==> src/rtl/fdiv_seq_if.sv <==
// Operand/result handshake bundle for the sequential FP divider.
// master = issuer/consumer side, slave = the divider itself.
interface fdiv_seq_if #(
  parameter int N = 32
);
  logic         in_valid;
  logic         in_ready;
  logic [N-1:0] a;
  logic [N-1:0] b;
  logic         out_valid;
  logic         out_ready;
  logic [N-1:0] out;
  logic [4:0]   flags;

  modport master (
    output in_valid, a, b, out_ready,
    input  in_ready, out_valid, out, flags
  );

  modport slave (
    input  in_valid, a, b, out_ready,
    output in_ready, out_valid, out, flags
  );
endinterface

==> src/rtl/fdiv_seq.sv <==
// Sequential IEEE-754 single divider: restoring mantissa division, one
// quotient bit per cycle, round-to-nearest-even, denormals flushed to zero.
module fdiv_seq #(
  parameter int N  = 32,
  parameter int EW = 8,
  parameter int MW = 23,
  parameter int QB = MW + 3
) (
  input  logic      clk,
  input  logic      rst,
  fdiv_seq_if.slave bus
);
  localparam logic [2:0] S_IDLE   = 3'd0;
  localparam logic [2:0] S_UNPACK = 3'd1;
  localparam logic [2:0] S_DIVIDE = 3'd2;
  localparam logic [2:0] S_ROUND  = 3'd3;
  localparam logic [2:0] S_DONE   = 3'd4;

  localparam logic [4:0]    CNT_INIT = 5'(QB - 1);
  localparam logic [EW-1:0] EXP_MAX  = '1;
  localparam logic [N-1:0]  QNAN     = 32'h7FC0_0000;

  logic [2:0]        state_reg;
  logic [N-1:0]      a_reg, b_reg, out_reg;
  logic [4:0]        flags_reg;
  logic              sign_reg;
  logic signed [9:0] exp_reg;
  logic [MW:0]       mb_reg;
  logic [MW+1:0]     rem_reg;
  logic [QB-1:0]     q_reg;
  logic [4:0]        cnt_reg;

  logic [N-1:0]  opnd    [2];
  logic [EW-1:0] op_exp  [2];
  logic [MW:0]   op_man  [2];
  logic [1:0]    op_sign, op_zero, op_inf, op_nan;

  assign opnd[0] = a_reg;
  assign opnd[1] = b_reg;

  // A zero exponent covers both true zero and flushed denormals.
  genvar gi;
  generate
    for (gi = 0; gi < 2; gi++) begin : g_class
      assign op_sign[gi] = opnd[gi][N-1];
      assign op_exp[gi]  = opnd[gi][N-2:MW];
      assign op_man[gi]  = {1'b1, opnd[gi][MW-1:0]};
      assign op_zero[gi] = (op_exp[gi] == '0);
      assign op_inf[gi]  = (op_exp[gi] == EXP_MAX) && (opnd[gi][MW-1:0] == '0);
      assign op_nan[gi]  = (op_exp[gi] == EXP_MAX) && (opnd[gi][MW-1:0] != '0);
    end
  endgenerate

  logic res_sign, is_nv, is_dz, is_inf_res, is_zero_res, man_lt;
  logic signed [9:0] exp_unp;

  assign res_sign    = op_sign[0] ^ op_sign[1];
  assign is_nv       = (|op_nan) | (&op_zero) | (&op_inf);
  assign is_dz       = !op_inf[0] && op_zero[1];
  assign is_inf_res  = op_inf[0];
  assign is_zero_res = op_inf[1] | op_zero[0];
  assign exp_unp     = $signed({2'b00, op_exp[0]} - {2'b00, op_exp[1]} + 10'd127);
  assign man_lt      = (op_man[0] < op_man[1]);

  logic [MW+2:0] trial;
  logic [MW+1:0] rem_keep;

  assign trial    = {1'b0, rem_reg} - {2'b00, mb_reg};
  assign rem_keep = trial[MW+2] ? rem_reg : trial[MW+1:0];

  logic [MW:0]       mant;
  logic              guard, rbit, sticky, round_up, carry, ovf, unf;
  logic [MW+1:0]     mant_r;
  logic [MW-1:0]     frac_r;
  logic signed [9:0] exp_r;

  assign mant     = q_reg[QB-1:2];
  assign guard    = q_reg[1];
  assign rbit     = q_reg[0];
  assign sticky   = |rem_reg;
  assign round_up = guard & (rbit | sticky | mant[0]);
  assign mant_r   = {1'b0, mant} + {{(MW+1){1'b0}}, round_up};
  assign carry    = mant_r[MW+1];
  assign frac_r   = carry ? mant_r[MW:1] : mant_r[MW-1:0];
  assign exp_r    = exp_reg + $signed({9'd0, carry});
  assign ovf      = (exp_r >= 10'sd255);
  assign unf      = (exp_r <= 10'sd0);

  always_ff @(posedge clk) begin
    if (rst) begin
      state_reg <= S_IDLE;
      a_reg     <= '0;
      b_reg     <= '0;
      out_reg   <= '0;
      flags_reg <= '0;
      sign_reg  <= 1'b0;
      exp_reg   <= '0;
      mb_reg    <= '0;
      rem_reg   <= '0;
      q_reg     <= '0;
      cnt_reg   <= '0;
    end else begin
      case (state_reg)
        S_IDLE: begin
          if (bus.in_valid) begin
            a_reg     <= bus.a;
            b_reg     <= bus.b;
            state_reg <= S_UNPACK;
          end
        end
        S_UNPACK: begin
          sign_reg <= res_sign;
          mb_reg   <= op_man[1];
          cnt_reg  <= CNT_INIT;
          q_reg    <= '0;
          if (is_nv) begin
            out_reg   <= QNAN;
            flags_reg <= 5'b10000;
            state_reg <= S_DONE;
          end else if (is_dz) begin
            out_reg   <= {res_sign, EXP_MAX, {MW{1'b0}}};
            flags_reg <= 5'b01000;
            state_reg <= S_DONE;
          end else if (is_inf_res) begin
            out_reg   <= {res_sign, EXP_MAX, {MW{1'b0}}};
            flags_reg <= 5'b00000;
            state_reg <= S_DONE;
          end else if (is_zero_res) begin
            out_reg   <= {res_sign, {(N-1){1'b0}}};
            flags_reg <= 5'b00000;
            state_reg <= S_DONE;
          end else begin
            // Pre-normalise so the first quotient bit is always the integer 1.
            if (man_lt) begin
              rem_reg <= {op_man[0], 1'b0};
              exp_reg <= exp_unp - 10'sd1;
            end else begin
              rem_reg <= {1'b0, op_man[0]};
              exp_reg <= exp_unp;
            end
            state_reg <= S_DIVIDE;
          end
        end
        S_DIVIDE: begin
          rem_reg <= rem_keep << 1;
          q_reg   <= {q_reg[QB-2:0], ~trial[MW+2]};
          if (cnt_reg == 5'd0) state_reg <= S_ROUND;
          else                 cnt_reg   <= cnt_reg - 5'd1;
        end
        S_ROUND: begin
          if (ovf) begin
            out_reg   <= {sign_reg, EXP_MAX, {MW{1'b0}}};
            flags_reg <= 5'b00101;
          end else if (unf) begin
            out_reg   <= {sign_reg, {(N-1){1'b0}}};
            flags_reg <= 5'b00011;
          end else begin
            out_reg   <= {sign_reg, exp_r[EW-1:0], frac_r};
            flags_reg <= {4'b0000, guard | rbit | sticky};
          end
          state_reg <= S_DONE;
        end
        S_DONE: begin
          if (bus.out_ready) state_reg <= S_IDLE;
        end
        default: state_reg <= S_IDLE;
      endcase
    end
  end

  assign bus.in_ready  = (state_reg == S_IDLE);
  assign bus.out_valid = (state_reg == S_DONE);
  assign bus.out       = out_reg;
  assign bus.flags     = flags_reg;
endmodule

==> src/flat_wrapper.sv <==
// flat-port wrapper written by rule: the top's interface ports become plain ports
module fdiv_seq_flat 
#(
  parameter int N  = 32,
  parameter int EW = 8,
  parameter int MW = 23,
  parameter int QB = MW + 3
)
  (clk, rst, bus_in_valid, bus_a, bus_b, bus_out_ready, bus_in_ready, bus_out_valid, bus_out, bus_flags);
  fdiv_seq_if #(.N(N)) bus_i ();
  input  logic clk;
  input  logic rst;
  input wire logic [$bits(bus_i.in_valid)-1:0] bus_in_valid;
  input wire logic [$bits(bus_i.a)-1:0] bus_a;
  input wire logic [$bits(bus_i.b)-1:0] bus_b;
  input wire logic [$bits(bus_i.out_ready)-1:0] bus_out_ready;
  output wire logic [$bits(bus_i.in_ready)-1:0] bus_in_ready;
  output wire logic [$bits(bus_i.out_valid)-1:0] bus_out_valid;
  output wire logic [$bits(bus_i.out)-1:0] bus_out;
  output wire logic [$bits(bus_i.flags)-1:0] bus_flags;
  assign bus_i.in_valid = bus_in_valid;
  assign bus_i.a = bus_a;
  assign bus_i.b = bus_b;
  assign bus_i.out_ready = bus_out_ready;
  assign bus_in_ready = bus_i.in_ready;
  assign bus_out_valid = bus_i.out_valid;
  assign bus_out = bus_i.out;
  assign bus_flags = bus_i.flags;
  fdiv_seq #(.N(N), .EW(EW), .MW(MW), .QB(QB)) u_core (.clk(clk), .rst(rst), .bus(bus_i));
endmodule
==> config.mk <==
export PLATFORM = sky130hd
export DESIGN_NAME = fdiv_seq_flat
export DESIGN_NICKNAME = d
export VERILOG_FILES = /design/src/rtl/fdiv_seq_if.sv /design/src/rtl/fdiv_seq.sv /design/src/flat_wrapper.sv
export SDC_FILE = /design/constraint.sdc
export NUM_CORES = 1
export LEC_CHECK = 0
export ABC_AREA = 1
export BUFFER_PORTS_ARGS = -buffer_cell sky130_fd_sc_hd__buf_2
export CORE_AREA = 2 2 144 146
export DETAILED_ROUTE_END_ITERATION = 10
export DIE_AREA = 0 0 146 148
export GPL_TIMING_DRIVEN = 0
export HOLD_SLACK_MARGIN = 0.12
export PLACE_DENSITY = 0.8
export SETUP_SLACK_MARGIN = 0.02
export SLEW_MARGIN = 15
export SYNTH_ARGS = -nofsm -noshare
export SYNTH_HDL_FRONTEND = slang
export SYNTH_SLANG_ARGS = --single-unit
==> constraint.sdc <==
create_clock -name clk -period 4.7 [get_ports clk]
set_input_delay 0 -clock clk [delete_from_list [all_inputs] [get_ports clk]]
set_output_delay 0 -clock clk [all_outputs]
set_load 0.02 [all_outputs]
* Word level (Yosys, flattened, before mapping)
Cells that the tools add are included.
Cells by class: add/subtract/negate cells 7, magnitude comparators 3, eq/ne operators 15, mux-type cells 34, bitwise operators 14, reductions and logical operators 26
Operators with widths (number):
- $mux W32 | 4
- $mux W25 | 5
- $pmux W32 S2 | 1
- $mux W31 | 2
- $pmux W26 S2 | 1
- $pmux W25 S2 | 1
- $logic_not A23 Y1 | 2
- $reduce_bool A23 Y1 | 2
- $mux W5 | 6
- $sub A25 B24 Y26 | 1
- $add A24 B1 Y25 | 1
- $reduce_or A25 Y1 | 1
- $lt A24 B24 Y1 | 1
- $mux W24 | 1
- $mux W23 | 1
- $mux W3 | 7
- $pmux W5 S2 | 2
- $eq A8 B8 Y1 const B | 2
- $logic_not A8 Y1 | 2
- $pmux W3 S5 | 1
- $ne A2 B2 Y1 const B | 7
- $add A10 B2 Y10 | 1
- $add A10 B7 Y10 const B | 1
- $ge A10 B9 Y1 const B | 1
- other kinds (24) | 45
Word-level totals: flip-flop bits (word level) 195, input port bits 68, output and inout bits 39, word-level logic and storage cells 110

* Depth between registers and ports, before layout
word-level depth 10, mapped depth 24, depth with buffers taken out 24

* Worst setup path before layout
Ideal clock, no wire load.
path kind register to register, start point reg u_core.q_reg[1], end point reg u_core.out_reg[17], in the netlist u_core.bus.out[17], data arrival time 3165 ps, data required time 4568 ps, setup slack 1403 ps, stages on the path, launching flop included 23, buffers on the path 0, cells stage by stage dfxtp_1 -> nand2_1 -> inv_1 -> ha_1 -> nand3_2 -> nor3_4 -> nand2_1 -> nor4_1 -> nand4_1 -> nor4_1 -> ha_1 -> ha_1 -> or2_2 -> nor2_1 -> nand3_1 -> nor2_1 -> nand3_2 -> nand2_2 -> inv_2 -> nand2_1 -> nor2_1 -> nand2_1 -> a21oi_1
On the way: word-level cells in the longest chain between the ends 7, elaborated cells on any way between the ends 9
RTL lines:
- start, declared | RTL line fdiv_seq.sv:30 | logic [QB-1:0] q_reg;
- start signal, assigned | RTL line fdiv_seq.sv:146 | q_reg <= {q_reg[QB-2:0], ~trial[MW+2]};
- $and A1 B1 Y1 * | RTL line fdiv_seq.sv:81 | assign round_up = guard & (rbit | sticky | mant[0]);
- $add A24 B1 Y25 * | RTL line fdiv_seq.sv:82 | assign mant_r = {1'b0, mant} + {{(MW+1){1'b0}}, round_up};
- $add A10 B2 Y10 | RTL line fdiv_seq.sv:85 | assign exp_r = exp_reg + $signed({9'd0, carry});
- $le A10 B1 Y1 | RTL line fdiv_seq.sv:87 | assign unf = (exp_r <= 10'sd0);
- $mux W31 | RTL line fdiv_seq.sv:154 | end else if (unf) begin
- $mux W31 * | RTL line fdiv_seq.sv:151 | if (ovf) begin
- $pmux W32 S2 * | RTL line fdiv_seq.sv:103 | case (state_reg)
- end signal, assigned | RTL line fdiv_seq.sv:152 | out_reg <= {sign_reg, EXP_MAX, {MW{1'b0}}};
- end signal, assigned | RTL line fdiv_seq.sv:155 | out_reg <= {sign_reg, {(N-1){1'b0}}};
- end signal, assigned | RTL line fdiv_seq.sv:158 | out_reg <= {sign_reg, exp_r[EW-1:0], frac_r};
- end, declared | RTL line fdiv_seq.sv:24 | logic [N-1:0] a_reg, b_reg, out_reg;
Every way passes the cells marked *; elsewhere a longest branch is shown, timed or not. A chain may end at the register's enable or synchronous reset.

* Worst setup path after layout
start point reg u_core.q_reg[1], end point reg u_core.out_reg[3], in the netlist u_core.bus.out[3]
Same word-level chain as after synthesis.

==> impl_metrics.env <==
export IMPL_yosysUniqueCellTypes=47
export IMPL_avgSynthCellArea_um2=6.63
export IMPL_max_cap_violations=0
export IMPL_io_buffers=105
export IMPL_num_vias=12900
export IMPL_crit_required_ns=5.09
export IMPL_drt_wl_total_um=37400
export IMPL_cts_max_level=4
export IMPL_rsz0062_at_grt="false"
export IMPL_drt_pre_antenna_iters=8
export IMPL_core_mm2=0.0200
export IMPL_path_max_fanout=7
export IMPL_synth_area_leaders="dfxtp_1 33%, nand2_1 12%, a21oi_1 9.3%, o21ai_0 7.1%, ha_1 6.5%"
export IMPL_fillers=1723
export IMPL_synthAdderAreaFrac=0.0687
export IMPL_hold_viol_final=0
export IMPL_synth_xor_area_frac=0.0279
export IMPL_crit_family="simple AND/OR/NAND/NOR gates"
export IMPL_drv_slew=0
export IMPL_drc=0
export IMPL_setup_viol=0
export IMPL_ys_warn_count=0
export IMPL_grt_antenna_before_repair=2
export IMPL_avgViaCountPerCell=5.68
export IMPL_worst_slew_pin_slew_ns=0.671
export IMPL_outcome="finished, final reports clean"
export IMPL_crit_path_cell_trace="nand2_1, inv_1, ha_1, nand3_2, nor3_4, nand2_1, nor4_1, nand4_1, nor4_2, ha_1, ha_1, inv_1, nor2_2, xor2_1, inv_1, nand2_1, nor2_1, nand3_2, nand2_2, nor2_2, nand3_1, nand2_1, nand2_1, nor2_1"
export IMPL_drt_iter0_markers=1212
export IMPL_ys_seq_elements=195
export IMPL_yosysTopAreaCellShare=0.329
export IMPL_nets=2119
export IMPL_gr_total_overflow=0
export IMPL_layout_drive_gt1_share=0.108
export IMPL_dpl_cell_area_mm2=0.0127
export IMPL_start_util=0.593
export IMPL_fp_dieW_um=146
export IMPL_crit_type="flip-flop to flip-flop"
export IMPL_crit_buf_inv=3
export IMPL_ys_seq_area_frac=0.329
export IMPL_slowest_stage="dfxtp_1"
export IMPL_grt_usage=0.343
export IMPL_cts_path_max_buffers=2
export IMPL_hold_path_class="input pin to flip-flop"
export IMPL_synth_simple_area_share=0.284
export IMPL_rows=52
export IMPL_cp_common_cell="nand2_1"
export IMPL_cp_slowest_stage_delay_ns=0.40
export IMPL_muxShareOfSynthArea=0
export IMPL_post_route_min_period_ns=4.25
export IMPL_cts_buffers_inserted=17
export IMPL_whs_ns=0.370
export IMPL_relSlewSlack=0.553
export IMPL_cts_tree="yes"
export IMPL_critPathCaptureType="flip-flop"
export IMPL_fmax_mhz=235
export IMPL_die_area_mm2=0.0216
export IMPL_synth_top_family_by_area="simple AND/OR/NAND/NOR gates"
export IMPL_synthesis_nets=1923
export IMPL_cts_root_buf="clkbuf_16"
export IMPL_critPathLaunchType="flip-flop"
export IMPL_io_pins=107
export IMPL_cts_sinks=195
export IMPL_stdcell_area_mm2=0.0141
export IMPL_syn_inst=1791
export IMPL_die_y_um=148
export IMPL_clk_latency_ns=0.45
export IMPL_synth_compound_area_frac=0.195
export IMPL_dp_hpwl_um=26900
export IMPL_grt_pass1_vias=12100
export IMPL_period_share=0.904
export IMPL_gp_congestion=0.928
export IMPL_cp_data_arrival_time_ns=4.64
export IMPL_finClkSkew_ns=0.0206
export IMPL_post_drt_wl_per_cell_um=16.4
export IMPL_synth_top_area_cell="dfxtp_1"
export IMPL_path_clk_slew_ns=0.09
export IMPL_areaGrowthSynthToFinish_pct=18.9
export IMPL_grt_max_degree=23
export IMPL_tns_ns=0
export IMPL_ant_nets=0
export IMPL_grt_pass1_wl_um=60200
export IMPL_syn_area_mm2=0.0119
==> cell families after synthesis <==
group	count (synthesis)
AOI/OAI and AO/OA	445
xor gates and xnor gates	37
adders and majority gates	64
buffers and inverters	281
DFF	195
and+or+nand+nor	769
==> metrics by stage <==
stage | utilization | std cells | setup slack [ns]
2_1_floorplan | - | 1791 | 1.40
3_3_place_gp | 0.636 | 2166 | 0.445
3_5_place_dp | 0.636 | 2166 | 0.403
4_1_cts | 0.703 | 2269 | 0.375
5_1_grt | 0.705 | 2272 | 0.0646
6_report | 0.705 | 2272 | 0.451
==> placed cells by master, fill, tap and decap left out, types with 8 or more instances in the layout <==
master	instances
nand3_1	106
xor2_1	23
or2_2	8
clkbuf_1	47
dfxtp_1	195
clkbuf_16	17
nor2_1	161
nor3_1	27
buf_2	123
inv_1	196
ha_1	62
nand2_2	8
inv_2	8
a21oi_1	220
o21ai_0	169
a31oi_1	8
o21ai_1	19
nand2_1	377
nor2_2	11
xnor2_1	13
dlygate4sd3_1	71
nand4_1	40
==> timing repair <==
action,in CTS,in global routing
endpoints found under the setup margin,0,14
gates resized for setup,0,1
setup buffers,0,1
endpoints found under the hold margin,67,0
hold buffers,71,0
==> Yosys cell counts, drive strengths merged <==
library cell	count
o21bai	1
o22ai	1
nor3	29
xnor2	13
a21o	5
clkbuf	47
a21boi	2
o311ai	1
nand3	112
a21oi	223
buf	27
a31o	1
xor2	24
o21a	7
nand4	40
and3	1
and2	3
dfxtp	195
o31ai	1
nor4	8
ha	62
or3	1
nand3b	7
clkinv	3
o211ai	7
or2	9
nand2	386
o21ai	188
nor3b	1
fa	2
inv	204
a31oi	8
nor2	172
==> cell type report <==
class                      count  area, µm²  area share
antenna                        2       5.00    0.000354
buffer                        74        357      0.0253
clock buffer                  17        425      0.0301
clock inverter                15        215      0.0152
inverter                     207        777      0.0550
multi-input combinational   1315       6840       0.485
sequential                   195       3900       0.276
tap                          270        338      0.0239
timing repair buffer         177       1260      0.0890
==> worst min-delay path: stages <==
cell and delay, ns:
dlygate4sd3_1 0.52, buf_2 0.10, o21ai_0 0.07, a21oi_1 0.10
==> per-layer routing <==
metal  global-route usage  routed length (µm)  vias up
li1                     -                   -     6336
met1                0.459               16400     5909
met2                0.575               17200      565
met3               0.0448                2650       86
met4                0.114                1120        0
met5                    0                   0        -
==> final timing paths <==
kind,endpoint,from,cells after the start,slack [ns]
setup reg to reg,u_core.bus.out[3],u_core.q_reg[1],24,0.45
setup / recovery,u_core.bus.out[3],u_core.q_reg[1],24,0.45
hold / removal,u_core.b_reg[4],bus_b[4],4,0.37
hold reg to reg,u_core.bus.out[2],u_core.bus.out[2],2,0.46
Power is not shown: default switching activity piles up to over one toggle a cycle in this logic, so the estimate is an artifact.
